**src/rtl/timestamp_framer_pkg.sv**
```systemverilog
// Shared codes for the timestamp framer: host command bytes, frame header bytes
// and the TX framing state encoding.
package timestamp_framer_pkg;

  localparam logic [7:0] CMD_ACK1 = 8'h00;
  localparam logic [7:0] CMD_ACK2 = 8'h01;
  localparam logic [7:0] CMD_SWL1 = 8'h02;
  localparam logic [7:0] CMD_SWL2 = 8'h03;

  localparam logic [7:0] HDR_CH1 = 8'h00;
  localparam logic [7:0] HDR_CH2 = 8'h01;

  localparam logic [1:0] ST_IDLE = 2'd0;
  localparam logic [1:0] ST_HDR  = 2'd1;
  localparam logic [1:0] ST_DATA = 2'd2;

endpackage

```
**src/rtl/timestamp_framer.sv**
```systemverilog
// Frames latched 64-bit counter values from two channels into header+data byte
// streams, and decodes single-byte host commands into latch/reset pulses.
module timestamp_framer
  import timestamp_framer_pkg::*;
#(
  parameter int unsigned pBYTES = 5,
  parameter int unsigned pBADW  = 8
) (
  input  logic             iCLK,
  input  logic             rstA,
  input  logic             iRdy1,
  input  logic [31:0]      iCnt1Lo,
  input  logic [31:0]      iCnt1Hi,
  input  logic             iRdy2,
  input  logic [31:0]      iCnt2Lo,
  input  logic [31:0]      iCnt2Hi,
  input  logic             iRxValid,
  input  logic [7:0]       iRxData,
  input  logic             iTxReady,
  output logic             oTxValid,
  output logic [7:0]       oTxData,
  output logic             oResetLatch1,
  output logic             oResetLatch2,
  output logic             oLatch1,
  output logic             oLatch2,
  output logic             oBusy,
  output logic [pBADW-1:0] oBadCmd
);

  localparam int unsigned SHW  = 8 * pBYTES;
  localparam int unsigned CNTW = (pBYTES > 1) ? $clog2(pBYTES) : 1;

  logic [1:0]       r_state, w_state_nxt;
  logic [SHW-1:0]   r_shift, w_shift_nxt;
  logic [CNTW-1:0]  r_cnt, w_cnt_nxt;
  logic             r_chan, w_chan_nxt;   // in-flight channel: 0 = ch1, 1 = ch2
  logic             r_last, w_last_nxt;   // most recently selected channel
  logic             r_txv, w_txv_nxt;
  logic [7:0]       r_txd, w_txd_nxt;
  logic             r_sent1, w_sent1_nxt;
  logic             r_sent2, w_sent2_nxt;
  logic             r_busy, w_busy_nxt;

  logic             r_rst1, r_rst2, r_lat1, r_lat2;
  logic [pBADW-1:0] r_bad;

  logic [63:0]      w_cnt1, w_cnt2;
  logic             w_elig1, w_elig2, w_pick2, w_accept, w_hdr_acc;
  logic             w_inflight1, w_inflight2;

  assign w_cnt1      = {iCnt1Hi, iCnt1Lo};
  assign w_cnt2      = {iCnt2Hi, iCnt2Lo};
  assign w_elig1     = iRdy1 & ~r_sent1;
  assign w_elig2     = iRdy2 & ~r_sent2;
  // Channel 2 wins only if channel 1 is not waiting or channel 1 went last
  assign w_pick2     = w_elig2 & (~w_elig1 | ~r_last);
  assign w_accept    = r_txv & iTxReady;
  assign w_hdr_acc   = (r_state == ST_HDR) & w_accept;
  assign w_inflight1 = (r_state != ST_IDLE) & ~r_chan;
  assign w_inflight2 = (r_state != ST_IDLE) & r_chan;

  if (SHW < 64) begin : g_unused
    logic w_unused;
    assign w_unused = ^{w_cnt1[63:SHW], w_cnt2[63:SHW]};
  end

  always_comb begin
    w_state_nxt = r_state;
    w_shift_nxt = r_shift;
    w_cnt_nxt   = r_cnt;
    w_chan_nxt  = r_chan;
    w_last_nxt  = r_last;
    w_txv_nxt   = r_txv;
    w_txd_nxt   = r_txd;
    w_sent1_nxt = r_sent1;
    w_sent2_nxt = r_sent2;

    case (r_state)
      ST_IDLE: begin
        if (w_elig1 | w_elig2) begin
          w_state_nxt = ST_HDR;
          w_txv_nxt   = 1'b1;
          w_chan_nxt  = w_pick2;
          w_last_nxt  = w_pick2;
          w_txd_nxt   = w_pick2 ? HDR_CH2 : HDR_CH1;
          w_shift_nxt = w_pick2 ? w_cnt2[SHW-1:0] : w_cnt1[SHW-1:0];
        end
      end
      ST_HDR: begin
        if (w_accept) begin
          w_state_nxt = ST_DATA;
          w_txd_nxt   = r_shift[SHW-1 -: 8];
          w_shift_nxt = r_shift << 8;
          w_cnt_nxt   = CNTW'(pBYTES - 1);
        end
      end
      ST_DATA: begin
        if (w_accept) begin
          if (r_cnt == '0) begin
            w_state_nxt = ST_IDLE;
            w_txv_nxt   = 1'b0;
            w_txd_nxt   = 8'h00;
          end else begin
            w_txd_nxt   = r_shift[SHW-1 -: 8];
            w_shift_nxt = r_shift << 8;
            w_cnt_nxt   = r_cnt - CNTW'(1);
          end
        end
      end
      default: begin
        w_state_nxt = ST_IDLE;
        w_txv_nxt   = 1'b0;
        w_txd_nxt   = 8'h00;
      end
    endcase

    // A latched value counts as sent once its header is taken; it re-arms only
    // after the latch drops and no frame for that channel is outstanding.
    if (w_hdr_acc & ~r_chan)
      w_sent1_nxt = 1'b1;
    else if (~iRdy1 & ~w_inflight1)
      w_sent1_nxt = 1'b0;

    if (w_hdr_acc & r_chan)
      w_sent2_nxt = 1'b1;
    else if (~iRdy2 & ~w_inflight2)
      w_sent2_nxt = 1'b0;

    w_busy_nxt = (w_state_nxt != ST_IDLE);
  end

  always_ff @(posedge iCLK or posedge rstA) begin
    if (rstA) begin
      r_state <= ST_IDLE;
      r_shift <= '0;
      r_cnt   <= '0;
      r_chan  <= 1'b0;
      r_last  <= 1'b1;
      r_txv   <= 1'b0;
      r_txd   <= 8'h00;
      r_sent1 <= 1'b0;
      r_sent2 <= 1'b0;
      r_busy  <= 1'b0;
    end else begin
      r_state <= w_state_nxt;
      r_shift <= w_shift_nxt;
      r_cnt   <= w_cnt_nxt;
      r_chan  <= w_chan_nxt;
      r_last  <= w_last_nxt;
      r_txv   <= w_txv_nxt;
      r_txd   <= w_txd_nxt;
      r_sent1 <= w_sent1_nxt;
      r_sent2 <= w_sent2_nxt;
      r_busy  <= w_busy_nxt;
    end
  end

  // Host command decode, independent of the TX framing state
  always_ff @(posedge iCLK or posedge rstA) begin
    if (rstA) begin
      r_rst1 <= 1'b0;
      r_rst2 <= 1'b0;
      r_lat1 <= 1'b0;
      r_lat2 <= 1'b0;
      r_bad  <= '0;
    end else begin
      r_rst1 <= 1'b0;
      r_rst2 <= 1'b0;
      r_lat1 <= 1'b0;
      r_lat2 <= 1'b0;
      if (iRxValid) begin
        case (iRxData)
          CMD_ACK1: r_rst1 <= r_sent1;
          CMD_ACK2: r_rst2 <= r_sent2;
          CMD_SWL1: r_lat1 <= 1'b1;
          CMD_SWL2: r_lat2 <= 1'b1;
          default: begin
            if (r_bad != '1)
              r_bad <= r_bad + pBADW'(1);
          end
        endcase
      end
    end
  end

  assign oTxValid     = r_txv;
  assign oTxData      = r_txd;
  assign oBusy        = r_busy;
  assign oResetLatch1 = r_rst1;
  assign oResetLatch2 = r_rst2;
  assign oLatch1      = r_lat1;
  assign oLatch2      = r_lat2;
  assign oBadCmd      = r_bad;

endmodule

```
**config.mk**
```make
export PLATFORM = sky130hd
export DESIGN_NAME = timestamp_framer
export DESIGN_NICKNAME = d
export VERILOG_FILES = /design/src/rtl/timestamp_framer_pkg.sv /design/src/rtl/timestamp_framer.sv
export SDC_FILE = /design/constraint.sdc
export NUM_CORES = 1
export LEC_CHECK = 0
export CORE_AREA = 3 3 82 99
export DETAILED_ROUTE_END_ITERATION = 8
export DIE_AREA = 0 0 85 102
export DONT_BUFFER_PORTS = 1
export PLACE_DENSITY = 0.69
export SYNTH_ARGS = -nofsm -noshare
export SYNTH_HDL_FRONTEND = slang
export SYNTH_SLANG_ARGS = --single-unit
```
**constraint.sdc**
```tcl
create_clock -name iCLK -period 3.5 [get_ports iCLK]
set_input_delay 0.35 -clock iCLK [delete_from_list [all_inputs] [get_ports iCLK]]
set_output_delay 0.35 -clock iCLK [all_outputs]
set_load 0.05 [all_outputs]
```
# After elaboration in Yosys (flattened, before gate mapping)
# Index checks and enable logic that the tools add are counted.
# W data, S select, Z words.
[word_totals] word_cells=105 reg_bits=71 output_inout_bits=22
[op_classes] reduce_logical=16 n_mux=37 eq_ne=11 bitwise_logic=24 add_sub_neg=2
[op_table] cell="$mux W40" count=5
[op_table] cell="$pmux W40 S3" count=1
[op_table] cell="$mux W8" count=4
[op_table] cell="$pmux W8 S3" count=1
[op_table] cell="$eq A8 B2 Y1 const B" count=2
[op_table] cell="$mux W1" count=16
[op_table] cell="$and A1 B1 Y1" count=11
[op_table] cell="$not A1 Y1" count=11
[op_table] cell="$ne A2 B2 Y1 const B" count=5
[op_table] cell="$reduce_bool A2 Y1" count=5
[op_table] cell="$mux W3" count=3
[op_table] cell="$add A8 B1 Y8 const B" count=1
[op_table] cell="$eq A8 B1 Y1 const B" count=1
[op_table] cell="$logic_not A8 Y1" count=1
[op_table] cell="$mux W2" count=4
[op_table] cell="$ne A8 B8 Y1 const B" count=1
[op_table] cell="$reduce_and A4 Y1" count=2
[op_table] cell="$pmux W2 S3" count=1
[op_table] cell="$pmux W3 S2" count=1
[op_table] cell="$reduce_and A3 Y1" count=2
[op_table] cell="$reduce_and A5 Y1" count=1
[op_table] cell="$reduce_or A4 Y1" count=1
[op_table] cell="$logic_not A3 Y1" count=1
[op_table] cell="$pmux W1 S3" count=1
[op_table] cell="7 further kinds" count=8

# Longest topological paths before layout
[depth] word_depth=8 mapped_depth=9 depth_no_buf=6

# Least setup slack after synthesis
# No wires, ideal clock.
[synth_timing] path_type="register to register" start="register r_txv, in the netlist oTxValid" end="register r_shift[23]" period_less_slack_ns=1.936 t_arrival_ns=1.841 path_buffers=3 path_slack_ns=1.564 stages_incl_launch_ff=8 path_cell_list="dfrtp_1 > clkbuf_2 > a2bb2oi_1 > a31o_1 > or2_1 > buf_6 > buf_6 > o31ai_1"
[synth_via] elab_chain_cells=3 elab_cells_between_ends=4 cone_classes="2 x eq/ne; 1 x bitwise; 1 x reduce/logical"
[synth_rtl] element="start, declared" line_no="timestamp_framer.sv:38" rtl="logic r_txv, w_txv_nxt;"
[synth_rtl] element="start signal, assigned" line_no="timestamp_framer.sv:150" rtl="r_txv <= w_txv_nxt;"
[synth_rtl] element="$and A1 B1 Y1 *" line_no="timestamp_framer.sv:57" rtl="assign w_accept = r_txv & iTxReady;"
[synth_rtl] element="$ne A2 B2 Y1 (no source line)"
[synth_rtl] element="$reduce_and A5 Y1 (no source line) *"
[synth_rtl] element="end signal, assigned" line_no="timestamp_framer.sv:146" rtl="r_shift <= w_shift_nxt;"
[synth_rtl] element="end, declared" line_no="timestamp_framer.sv:34" rtl="logic [SHW-1:0] r_shift, w_shift_nxt;"
# Every way passes the cells marked *; elsewhere a longest branch is shown, timed or not.
# A chain may end at the register's enable or synchronous reset.

# Worst setup path after layout
[layout_timing] start="register r_state[0]" end="register r_shift[18]"
[layout_via] elab_chain_cells=3 elab_cells_between_ends=10 cone_classes="6 x eq/ne; 1 x mux; 3 x reduce/logical"
[layout_rtl] element="start, declared" line_no="timestamp_framer.sv:33" rtl="logic [1:0] r_state, w_state_nxt;"
[layout_rtl] element="start signal, assigned" line_no="timestamp_framer.sv:145" rtl="r_state <= w_state_nxt;"
[layout_rtl] element="$eq A2 B2 Y1 (tied with other cells)" line_no="timestamp_framer.sv:78" rtl="case (r_state)"
[layout_rtl] element="$ne A2 B2 Y1 (no source line) / $reduce_bool A3 Y1 (equally long branches)"
[layout_rtl] element="$reduce_and A5 Y1 (no source line)"
# Parallel ways exist; a longest one is shown, timed or not.

==> impl_metrics.sql <==
INSERT INTO impl_metrics (metric_group, metric, value, unit) VALUES
('cts', 'clock_tree.htree_level_count', '3', ''),
('logic_synthesis', 'synth-adder-area-share', '2.22', '%'),
('power', 'cellLeakagePower', '1.73', 'nW'),
('routing', 'routed_wirelength_normalized_by_instance_count', '18.5', 'µm'),
('logic_synthesis', 'synthCells', '406', ''),
('routing', 'first_iter_violations', '167', ''),
('cts', 'ctsLongestPathBuffers', '2', ''),
('grt', 'grt_pass1_wl', '14700', 'µm'),
('logic_synthesis', 'mappedNetlistArea', '0.00394', 'mm²'),
('layout', 'num-nets-final', '538', ''),
('logic_synthesis', 'synth_top_flop_cell', 'sky130_fd_sc_hd__dfrtp_1', ''),
('setup_path', 'cpMaxStageDelayCell', 'sky130_fd_sc_hd__or2_1', ''),
('cts', 'postCtsSetupRepairBufs', '0', ''),
('die', 'die_w', '85', 'µm'),
('routing', 'drt_pre_antenna_iters', '4', ''),
('logic_synthesis', 'yosys_warning_total', '0', ''),
('timing', 'clock-skew-final', '0.00972', 'ns'),
('setup_path', 'worstPathCellList', 'inv_1 > ha_1 > a31o_2 > buf_4 > or2_1 > buf_12 > o31ai_1', ''),
('die', 'die-height', '102', 'µm'),
('routing', 'avgViaCountPerCell', '6.29', ''),
('placed_design', 'io_buffer_count', '0', ''),
('logic_synthesis', 'synth_compound_area_share', '29.7', '%'),
('cts', 'root_buffer', 'sky130_fd_sc_hd__clkbuf_8', ''),
('cts', 'numCtsBuffers', '9', ''),
('hold_path', 'min_delay_worst_type', 'in2reg', ''),
('timing', 'worst-slew-pin-transition', '1.04', 'ns'),
('logic_synthesis', 'synth.ff_latch_count', '71', ''),
('logic_synthesis', 'synth_area_per_cell', '9.71', 'µm²'),
('placed_design', 'gp_congestion', '0.790', ''),
('setup_path', 'timing.critical_path.fanout_max', '34', ''),
('timing', 'setup-tns-final', '0', 'ns'),
('setup_path', 'cp_top_family', 'buffers and inverters', ''),
('timing', 'min_period', '2.39', 'ns'),
('grt', 'global_route.usage.total', '21.4', '%'),
('die', 'die-area', '0.00867', 'mm²'),
('logic_synthesis', 'synth_edf_count', '0', ''),
('setup_path', 'end_kind', 'register', ''),
('setup_path', 'cpPeakStageDelay', '0.48', 'ns'),
('setup_path', 'cp.arrival', '2.60', 'ns'),
('layout', 'final_cell_mix', 'sky130_fd_sc_hd__dfrtp_1, sky130_fd_sc_hd__o31ai_1, sky130_fd_sc_hd__o21ai_0', ''),
('timing', 'min_period_over_period', '68.2', '%'),
('routing', 'vias', '3051', ''),
('grt', 'grt_max_degree', '54', ''),
('timing', 'achievable-frequency', '0.419', 'GHz'),
('layout', 'post_route_cells_drive_above_1_share', '8.38', '%'),
('die', 'std_cell_rows', '34', ''),
('logic_synthesis', 'synth_top_family_by_area', 'compound AO/OA/AOI/OAI gates', ''),
('routing', 'route.antenna.remaining_nets', '0', ''),
('logic_synthesis', 'synth_simple_gate_area_share', '13.2', '%'),
('grt', 'via_count_of_the_first_global_routing_pass', '2955', ''),
('power', 'irDropWorstVdd', '0.556', 'mV'),
('grt', 'globalRoute.totalOverflow', '0', ''),
('die', 'io_pins', '164', ''),
('setup_path', 'worstPathRequired', '3.72', 'ns'),
('cts', 'holdBufCountCts', '0', ''),
('setup_path', 'critical_path.n_buffers_inverters', '3', ''),
('layout', 'finalNonFillerCells', '485', ''),
('power', 'powerDensity', '1130', 'mW/mm²'),
('routing', 'drc', '0', ''),
('setup_path', 'critical_path.startpoint_type', 'register', ''),
('outcome', 'run_status', 'finished, final reports clean', ''),
('grt', 'grt_antenna_before_repair', '0', ''),
('timing', 'grt_setup_unrepaired', 'no', ''),
('logic_synthesis', 'post_synth_xor_area_fraction', '0.889', '%'),
('logic_synthesis', 'ys_seq_area_share', '45.1', '%'),
('logic_synthesis', 'synth_fp_nets', '555', ''),
('setup_path', 'worstSetupPathDepth', '7', ''),
('cts', 'worstSkewPairLatency', '0.34', 'ns'),
('layout', 'commonest_non_fill_non_tap_cell_in_the_layout', 'sky130_fd_sc_hd__dfrtp_1', ''),
('placed_design', 'placed_cells_incl_taps', '468', ''),
('cts', 'post_cts.resized_instances', '0', '');
[registers in the layout, indices dropped and copies added, names as in the netlist, 2 cells and up]
| name | cells |
|---|---|
| oBadCmd | 8 |
| r_state | 2 |
| oTxData | 8 |
| r_shift | 40 |
| r_cnt | 3 |
[stage by stage]
stage / area (µm²) / total power, W / worst slack, ns / hold WS [ns] / util, %
finish: 4150 / 0.00469 / 1.11 / 0.0657 / 57.0
global route: 4140 / 0.00511 / 0.966 / 0.0541 / 56.9
CTS: 4140 / 0.00473 / 1.12 / 0.0508 / 56.9
detailed placement: 3950 / 0.00410 / 1.14 / 0.419 / 54.3
global placement: 3950 / 0.00402 / 1.20 / 0.416 / 54.3
floorplan: 3940 / 0.00369 / 1.36 / 0.415 / -
[cell usage after synthesis (all sizes together), types with 2 or more instances]
master	count	share of area (%)
nor2	6	0.63
nand3	5	0.63
nor2b	34	5.4
nand2	19	1.8
and3	5	0.79
and2	2	0.32
xor2	4	0.89
mux2i	9	2.3
a21oi	3	0.38
nor3	4	0.51
a31oi	34	5.4
o31ai	41	7.9
nor4b	2	0.44
a22o	4	0.89
ha	7	2.2
nand2b	5	0.79
nor4	2	0.32
mux2	2	0.67
a31o	2	0.44
inv	14	1.3
o2bb2ai	8	1.8
a21boi	33	6.3
nand4	2	0.32
o21ai	36	4.6
buf	11	2.3
dfrtp	70	44
nand3b	2	0.38
clkbuf	25	2.4
[per-layer routing]
layer | vias up | track usage, % | wire, µm
met5 | - | 0 | 0
met4 | 0 | 9.99 | 187
li1 | 1467 | - | -
met1 | 1460 | 26.9 | 3710
met3 | 15 | 4.44 | 643
met2 | 109 | 35.5 | 4430
[cell type report]
cell class | count | area (µm²)
fillers | 666 | 3130
multi-input cells | 285 | 1930
flip-flops and latches | 71 | 1780
clock buffers | 12 | 165
well taps | 90 | 113
repair buffers | 8 | 72.6
inverters | 14 | 52.6
clock inverters | 4 | 28.8
diodes | 1 | 2.50
[path summary, 6_finish.rpt]
| check | from | end | slack [ns] |
|---|---|---|---|
| setup / recovery | r_state[0] | r_shift[18] | 1.11 |
| hold / removal | iRxData[0] | oLatch1 | 0.07 |
| setup reg to reg | r_state[0] | r_shift[18] | 1.11 |
| hold reg to reg | r_shift[0] | r_shift[0] | 0.49 |
| max in group asynchronous | rstA | r_shift[17] | 2.48 |
| min in group asynchronous | rstA | oBadCmd[4] | 0.12 |
[where the power goes]
group	internal [W]	switching (W)	total [W]
Combinational	0.00102	0.00130	0.00232
Clock	0.000315	0.000312	0.000627
Sequential	0.00121	0.000541	0.00175
Total	0.00254	0.00216	0.00469
[kinds of logic (layout without fill, tap and decap cells)]
family / Yosys count / in the layout
DFF: 71 / 71
other: 0 / 1
muxes: 11 / 11
AOI/OAI and AO/OA: 171 / 171
and+or+nand+nor: 92 / 92
xor gates and xnor gates: 4 / 4
adders and majority gates: 7 / 7
buffers and inverters: 50 / 38
No activity file was read; power rests on OpenSTA's default activity.
